`config.mk`:
```
export PLATFORM = sky130hd
export DESIGN_NAME = rxll_frame_reader_flat
export DESIGN_NICKNAME = d
export VERILOG_FILES = /design/src/rtl/rxll_frame_reader_if.sv /design/src/rtl/rxll_frame_reader.sv /design/src/flat_wrapper.sv
export SDC_FILE = /design/constraint.sdc
export NUM_CORES = 1
export LEC_CHECK = 0
export CAP_MARGIN = 20
export CORE_UTILIZATION = 28
export CTS_BUF_LIST = sky130_fd_sc_hd__clkbuf_2 sky130_fd_sc_hd__clkbuf_4 sky130_fd_sc_hd__clkbuf_8
export CTS_CLUSTER_DIAMETER = 40
export DETAILED_ROUTE_END_ITERATION = 10
export GPL_TIMING_DRIVEN = 0
export PLACE_DENSITY = 0.51
export SYNTH_ARGS = -nofsm -noshare
export SYNTH_HDL_FRONTEND = slang
export SYNTH_SLANG_ARGS = --single-unit
```
`constraint.sdc`:
```
create_clock -name rd_clk -period 2 [get_ports rd_clk]
set_input_delay 0.3 -clock rd_clk [delete_from_list [all_inputs] [get_ports rd_clk]]
set_output_delay 0.3 -clock rd_clk [all_outputs]
set_load 0.005 [all_outputs]
```
`src/rtl/rxll_frame_reader_if.sv`:
```
// FIFO read port and LocalLink source bundle for the receive frame reader.
// The master side is the frame reader; the slave side is the FIFO plus downstream sink.
interface rxll_frame_reader_if;
  logic [35:0] fifo_do;
  logic        fifo_empty;
  logic        fifo_eof_rdy;
  logic        fifo_rd_en;
  logic [31:0] ll_data;
  logic        ll_sof_n;
  logic        ll_eof_n;
  logic        ll_src_rdy_n;
  logic        ll_dst_rdy_n;

  modport master (
    input  fifo_do, fifo_empty, fifo_eof_rdy,
    output fifo_rd_en,
    output ll_data, ll_sof_n, ll_eof_n, ll_src_rdy_n,
    input  ll_dst_rdy_n
  );

  modport slave (
    output fifo_do, fifo_empty, fifo_eof_rdy,
    input  fifo_rd_en,
    input  ll_data, ll_sof_n, ll_eof_n, ll_src_rdy_n,
    output ll_dst_rdy_n
  );
endinterface

```
`src/rtl/rxll_frame_reader.sv`:
```
// Drains whole frames from a FWFT FIFO and replays them as a LocalLink source,
// checking framing, capping frame length and reporting length/error per frame.
module rxll_frame_reader #(
  parameter int C_MAX_WORDS = 2048,
  parameter int C_CNT_W     = 12
) (
  input  logic                   rd_clk,
  input  logic                   rst,
  rxll_frame_reader_if.master    bus,
  output logic                   frm_done,
  output logic [C_CNT_W-1:0]     frm_len,
  output logic                   frm_err,
  output logic                   busy
);
  typedef enum logic [2:0] {S_IDLE, S_XFER, S_LAST, S_DRAIN, S_DONE} state_t;

  localparam logic [C_CNT_W-1:0] MAX_CNT = C_CNT_W'(C_MAX_WORDS);

  state_t               state_q, state_d;
  logic [C_CNT_W-1:0]   cnt_q, cnt_d, cnt_inc;
  logic                 err_q, err_d;
  logic                 drain_q, drain_d;
  logic                 first_q, first_d;
  logic                 ov_q, ov_d;
  logic                 sof_q, sof_d;
  logic                 eof_q, eof_d;
  logic [31:0]          data_q, data_d;
  logic                 frm_done_q, frm_done_d;
  logic [C_CNT_W-1:0]   frm_len_q, frm_len_d;
  logic                 frm_err_q, frm_err_d;
  logic                 pop;
  logic                 accept;
  logic                 w_sof, w_eof, w_err;
  logic                 fifo_unused;

  assign w_sof       = bus.fifo_do[32];
  assign w_eof       = bus.fifo_do[34];
  assign w_err       = bus.fifo_do[35];
  assign fifo_unused = bus.fifo_do[33];

  assign accept  = ov_q && !bus.ll_dst_rdy_n;
  assign cnt_inc = (cnt_q == MAX_CNT) ? cnt_q : cnt_q + C_CNT_W'(1);

  always_comb begin
    // NOTE: every _d defaults to its _q first, so no branch can leave a latch behind.
    state_d    = state_q;
    cnt_d      = cnt_q;
    err_d      = err_q;
    drain_d    = drain_q;
    first_d    = first_q;
    ov_d       = ov_q;
    sof_d      = sof_q;
    eof_d      = eof_q;
    data_d     = data_q;
    frm_len_d  = frm_len_q;
    frm_err_d  = frm_err_q;
    pop        = 1'b0;

    // An accepted word empties the output stage unless a pop below refills it.
    if (accept) begin
      ov_d  = 1'b0;
      sof_d = 1'b0;
      eof_d = 1'b0;
    end

    unique case (state_q)
      S_IDLE: begin
        if (bus.fifo_eof_rdy && !bus.fifo_empty) begin
          cnt_d   = '0;
          drain_d = 1'b0;
          if (w_sof) begin
            err_d   = 1'b0;
            first_d = 1'b1;
            state_d = S_XFER;
          end else begin
            err_d   = 1'b1;
            state_d = S_DRAIN;
          end
        end
      end
      S_XFER: begin
        pop = !bus.fifo_empty && (!ov_q || !bus.ll_dst_rdy_n);
        if (pop) begin
          ov_d    = 1'b1;
          data_d  = bus.fifo_do[31:0];
          sof_d   = first_q;
          eof_d   = w_eof;
          first_d = 1'b0;
          cnt_d   = cnt_inc;
          if (w_err || (w_sof && !first_q)) err_d = 1'b1;
          if (w_eof) begin
            state_d = S_LAST;
          end else if (cnt_inc == MAX_CNT) begin
            // Length cap hit: close the frame on this word, discard the rest.
            eof_d   = 1'b1;
            err_d   = 1'b1;
            drain_d = 1'b1;
            state_d = S_LAST;
          end
        end
      end
      S_LAST: begin
        if (accept) state_d = drain_q ? S_DRAIN : S_DONE;
      end
      S_DRAIN: begin
        pop = !bus.fifo_empty;
        if (pop && w_eof) state_d = S_DONE;
      end
      S_DONE: begin
        state_d = S_IDLE;
      end
      default: begin
        state_d = S_IDLE;
      end
    endcase

    // Status is captured on entry to DONE so it is valid alongside the pulse.
    frm_done_d = (state_d == S_DONE);
    if (frm_done_d) begin
      frm_len_d = cnt_d;
      frm_err_d = err_d;
    end
  end

  always_ff @(posedge rd_clk) begin
    if (rst) begin
      state_q    <= S_IDLE;
      cnt_q      <= '0;
      err_q      <= 1'b0;
      drain_q    <= 1'b0;
      first_q    <= 1'b0;
      ov_q       <= 1'b0;
      sof_q      <= 1'b0;
      eof_q      <= 1'b0;
      data_q     <= '0;
      frm_done_q <= 1'b0;
      frm_len_q  <= '0;
      frm_err_q  <= 1'b0;
    end else begin
      // NOTE: non-blocking updates let every flop sample the same pre-edge _d values.
      state_q    <= state_d;
      cnt_q      <= cnt_d;
      err_q      <= err_d;
      drain_q    <= drain_d;
      first_q    <= first_d;
      ov_q       <= ov_d;
      sof_q      <= sof_d;
      eof_q      <= eof_d;
      data_q     <= data_d;
      frm_done_q <= frm_done_d;
      frm_len_q  <= frm_len_d;
      frm_err_q  <= frm_err_d;
    end
  end

  assign bus.fifo_rd_en   = pop;
  assign bus.ll_data      = data_q;
  assign bus.ll_sof_n     = !sof_q;
  assign bus.ll_eof_n     = !eof_q;
  assign bus.ll_src_rdy_n = !ov_q;

  assign frm_done = frm_done_q;
  assign frm_len  = frm_len_q;
  assign frm_err  = frm_err_q;
  assign busy     = (state_q != S_IDLE);
endmodule
```
`src/flat_wrapper.sv`:
```
// flat-port wrapper written by rule: the top's interface ports become plain ports
module rxll_frame_reader_flat 
#(
  parameter int C_MAX_WORDS = 2048,
  parameter int C_CNT_W     = 12
)
  (rd_clk, rst, frm_done, frm_len, frm_err, busy, bus_fifo_do, bus_fifo_empty, bus_fifo_eof_rdy, bus_fifo_rd_en, bus_ll_data, bus_ll_sof_n, bus_ll_eof_n, bus_ll_src_rdy_n, bus_ll_dst_rdy_n);
  rxll_frame_reader_if bus_i ();
  input  logic rd_clk;
  input  logic rst;
  output logic frm_done;
  output logic [C_CNT_W-1:0] frm_len;
  output logic frm_err;
  output logic busy;
  input wire logic [$bits(bus_i.fifo_do)-1:0] bus_fifo_do;
  input wire logic [$bits(bus_i.fifo_empty)-1:0] bus_fifo_empty;
  input wire logic [$bits(bus_i.fifo_eof_rdy)-1:0] bus_fifo_eof_rdy;
  output wire logic [$bits(bus_i.fifo_rd_en)-1:0] bus_fifo_rd_en;
  output wire logic [$bits(bus_i.ll_data)-1:0] bus_ll_data;
  output wire logic [$bits(bus_i.ll_sof_n)-1:0] bus_ll_sof_n;
  output wire logic [$bits(bus_i.ll_eof_n)-1:0] bus_ll_eof_n;
  output wire logic [$bits(bus_i.ll_src_rdy_n)-1:0] bus_ll_src_rdy_n;
  input wire logic [$bits(bus_i.ll_dst_rdy_n)-1:0] bus_ll_dst_rdy_n;
  assign bus_i.fifo_do = bus_fifo_do;
  assign bus_i.fifo_empty = bus_fifo_empty;
  assign bus_i.fifo_eof_rdy = bus_fifo_eof_rdy;
  assign bus_fifo_rd_en = bus_i.fifo_rd_en;
  assign bus_ll_data = bus_i.ll_data;
  assign bus_ll_sof_n = bus_i.ll_sof_n;
  assign bus_ll_eof_n = bus_i.ll_eof_n;
  assign bus_ll_src_rdy_n = bus_i.ll_src_rdy_n;
  assign bus_i.ll_dst_rdy_n = bus_ll_dst_rdy_n;
  rxll_frame_reader #(.C_MAX_WORDS(C_MAX_WORDS), .C_CNT_W(C_CNT_W)) u_core (.rd_clk(rd_clk), .rst(rst), .bus(bus_i), .frm_done(frm_done), .frm_len(frm_len), .frm_err(frm_err), .busy(busy));
endmodule
```
[Yosys cells after proc, flatten, opt, wreduce, memory -nomap -nowiden]
Index checks and enable logic that the tools add are counted.
Storage, ports and cells
  bits in registers: 67
  logic and storage cells: 84
  output and inout port bits: 51
Cells by class
  reductions and logical operators: 19
  add/subtract/negate cells: 1
  muxes and demuxes: 41
  eq/ne operators: 11
Operator list (number)
  two-way mux 12 bit: 3
  equality test 12 bit (second input constant): 2
  two-way mux 1 bit: 24
  case mux 12 bit (2 select lines): 1
  two-way mux 3 bit: 7
  adder 12 x 1 -> 12 bit (second input constant): 1
  case mux 3 bit (4 select lines): 1
  case mux 1 bit (2 select lines): 4
  equality test 3 x 2 -> 1 bit (second input constant): 2
  zero test 1 bit: 6
  != test 2 x 1 -> 1 bit (second input constant): 3
  logical AND 1 bit: 5
  AND reduction 5 bit: 1
  != test 2 bit (second input constant): 2
  AND reduction 4 bit: 1
  equality test 3 x 1 -> 1 bit (second input constant): 1
  equality test 3 bit (second input constant): 1
  zero test 3 bit: 1
  nonzero test 3 bit: 1
  logical OR 1 bit: 2
  two-way mux 2 bit: 1
  AND reduction 2 bit: 1
  nonzero test 2 bit: 1

[Longest topological paths before layout]
  depth after elaboration: 8
  depth in mapped cells: 8

[Worst setup path after synthesis]
No wires, ideal clock.
  path kind: reg-to-reg
  from: register u_core.cnt_q[0]
  to: register u_core.state_q[0]
  cell stages (with the launch flop): 8
  period minus slack after synthesis: 2020 ps
  slack: -20 ps
  arrival: 1894 ps
  library setup time: 126 ps
  data required time: 1874 ps
  cells stage by stage: dfxtp_1 ha_1 nand4_1 o31ai_1 o211ai_2 a2111oi_4 or2_1 a31oi_1
On the way
  cells in the longest elaborated chain, start to end: 7
RTL lines
  from (decl): RTL line rxll_frame_reader.sv:20  | logic [C_CNT_W-1:0] cnt_q, cnt_d, cnt_inc;
  from (signal assigned): RTL line rxll_frame_reader.sv:142  | cnt_q <= cnt_d;
  adder 12 x 1 -> 12 bit / equality test 12 bit (equally long branches): RTL line rxll_frame_reader.sv:42  | assign cnt_inc = (cnt_q == MAX_CNT) ? cnt_q : cnt_q + C_CNT_W'(1);
  two-way mux 12 bit (*): RTL line rxll_frame_reader.sv:42
  equality test 12 bit (*): RTL line rxll_frame_reader.sv:93  | end else if (cnt_inc == MAX_CNT) begin
  two-way mux 3 bit (*): RTL line rxll_frame_reader.sv:93
  two-way mux 3 bit (*): RTL line rxll_frame_reader.sv:91  | if (w_eof) begin
  two-way mux 3 bit (*): RTL line rxll_frame_reader.sv:83  | if (pop) begin
  case mux 3 bit (4 select lines) (*): RTL line rxll_frame_reader.sv:66  | unique case (state_q)
  to (signal assigned): RTL line rxll_frame_reader.sv:141  | state_q <= state_d;
  to (decl): RTL line rxll_frame_reader.sv:19  | state_t state_q, state_d;
Every way passes the cells marked *; elsewhere a longest branch is shown, timed or not.
A chain may end at the register's enable or synchronous reset.

[Final worst setup path]
  from: register u_core.cnt_q[1]
  to: register u_core.state_q[0]
Same word-level chain as after synthesis.

==> out/metrics.cfg <==
[cells_and_area]
layout_commonest_cell = clkdlybuf4s50_1
area_growth_pct = 51.03
final_area_um2 = 4414
antenna_cells = 0
most-common-layout-cells = 86 x clkdlybuf4s50_1, 78 x nand2_1, 58 x dfxtp_1, 49 x a21oi_1, 30 x nor2_1
nets = 513
drive_gt1_share_pct = 17.05

[place]
hpwl_mm = 6.080
post_dp_cell_area_um2 = 3985
gp_congestion = 0.8370
port_buffers = 89

[synthesis]
netlist_instances = 362
synth_edf_count = 0
synth_area_um2 = 2923
synth_top_area_share_pct = 45.89
syn-num-nets = 405
synthArstFlopShare_pct = 0
synth_area_leader_cell = dfxtp_1
synth_seq_cells = 67
ys_warn_count = 0
ys.flop_type = dfxtp_1
synth_area_leaders = dfxtp_1 46%, nand2_1 10%, a21oi_1 8.6%
synth_seq_area_share_pct = 45.89
avgSynthCellArea_um2 = 8.074
synth_cell_types = 51

[critical_path]
worstPathRequired_ns = 2.22
rr_worst_depth = 7
critPathLaunchType = flop
crit_path_cell_trace = ha_4, nand4_1, o31ai_2, o211ai_2, a2111oi_4, or2_1, a31oi_1
crit_path_top_delay_cell = a2111oi_4
critPathCaptureType = flop
ff2ff_setup_slack_ns = -0.06
r2r-start = u_core.cnt_q[1]
crit_arrival_ns = 2.28
path_class = flop to flop
cp_max_fo = 5
rr_endpoint = u_core.state_q[0]
max_stage_delay_ns = 0.43

[power_and_ir_drop]
peakVddDrop_uv = 287.1
p_leak_nw = 1.500
finalPower_w = 0.002919
power.density_nw_per_um2 = 661.3

[floorplan]
die_y_um = 104.2
fp-row-count = 36
dieWidth_um = 104.2
die-area_um2 = 10850
fp.coreArea_um2 = 9955
pin_count = 92
initial_core_util_pct = 29.36

[detailed_routing]
drtIter0Drc = 155
ant_nets = 0
routed_wl_mm = 8.649
dr.pass1.iters = 4
vias = 2912
wl_per_cell_um = 14.23
avgViaCountPerCell = 4.789
drc = 0

[global_routing]
track_usage_pct = 16.41
overflow = 0
grt_pass1_wl_mm = 14.27
grt_pass1_vias = 2808
grt_max_degree = 14
antenna_found_initial = 0

[timing]
timing.fmax_mhz = 484.4
tightestPinTransition_ns = 0.5167
post-route-period-util_pct = 103.2
finalHoldViolCount = 0
grt_setup_unrepaired = true
slew_violations = 0
worst_slack_ns = -0.06452
setup_viol = 4
fin_crit_ns = 2.065
clock_skew_ns = 0.01197
slew_headroom_pct = 65.39

[min_path]
min_to = u_core.frm_err
min_delay_path_depth = 2
hold_start = rst
hp-class = primary input to flop

[flow_run]
cap_violations = 0

[clock_tree]
cts_sinks = 67
cts_buffer_depth = 2
cts_tree = built
clock_latency_ns = 0.35
cts_max_level = 3
path_clk_slew_ns = 0.08
cts_hold_buffers = 0
clockRootBuffer = clkbuf_8
cts_inserted_buffers = 9

[status]
status = complete, but fails checks
violations = negative setup slack

==> what timing repair did <==
item                       in CTS  in global routing
pin swaps                      14                 11
setup buffers                   7                  5
setup endpoints to repair      50                 36
gates resized for setup        43                 14
==> routing by layer <==
layer | global-route usage (%) | routed length [um]
met1 | 22.10 | 4337
met2 | 25.10 | 3811
met3 | 2.757 | 308
met4 | 8.469 | 192
met5 | 0 | 0
==> registers in the layout (all words and copies together), names as in the netlist, 3 cells and up <==
name,cells
u_core.bus.ll_data,32
u_core.cnt_q,12
u_core.frm_len,12
u_core.state_q,3
==> cell type report <==
class	count	area, um2
Clock inverter	7	73.82
Multi-Input combinational cell	257	1485
Timing Repair Buffer	101	979.7
Fill cell	1015	5540
Sequential cell	67	1360
Inverter	12	45.04
Clock buffer	9	123.9
Tap cell	133	166.4
Buffer	22	180.2
==> kinds of logic after synthesis <==
group,share of synthesized area (%)
adders and majority gates,0.8560
muxes,0.7277
and+or+nand+nor,24.10
AOI/OAI and AO/OA,21.02
DFF,45.89
buffers and inverters,7.406
==> metrics by stage <==
step                      util [%]  cells  setup TNS (ns)  worst slack (ns)  hold slack [ns]
after global routing         44.34    608         -0.6192           -0.1522           0.1923
after CTS                    43.67    603        -0.03035          -0.03035           0.1906
after global placement       40.03    584          -24.62            -1.116           0.4419
after detailed placement     40.03    584          -26.00            -1.118           0.4468
final                        44.34    608         -0.1249          -0.06452           0.2009
after floorplan                  -    362               0           0.03205           0.4360
==> worst max-delay path by stage <==
| stage | slack, ns | end | startpoint |
|---|---|---|---|
| finish | -0.06 | u_core.state_q[0] | u_core.cnt_q[1] |
| detailed placement | -1.12 | bus_fifo_rd_en | bus_fifo_empty |
| floorplan | 0.03 | u_core.state_q[0] | u_core.cnt_q[0] |
| CTS | -0.03 | u_core.state_q[0] | u_core.cnt_q[1] |
| global route | -0.15 | u_core.state_q[0] | u_core.cnt_q[1] |
| global placement | -1.12 | bus_fifo_rd_en | bus_fifo_empty |
==> critical path: cells and delay by family, from the launching register on <==
kind / cells / cell delay [ns]
compound gates: 4 / 1.02
fa+ha+maj: 1 / 0.15
flops: 1 / 0.38
simple gates: 2 / 0.39
==> report_power, final <==
group | switching, W | internal (W)
Sequential | 0.0000284 | 0.00137
Clock | 0.000557 | 0.000582
Combinational | 0.000181 | 0.000202
Total | 0.000767 | 0.00215
==> Yosys cell counts (5+ instances only) <==
cell,count
dfxtp_1,67
nor4_1,5
nand4_1,5
a21oi_1,50
a31oi_1,8
nor2_1,33
nand3_1,9
inv_1,12
a211oi_1,10
nand2_1,79
o21ai_0,12
clkbuf_1,15
Power figures use the tool's default switching activity.
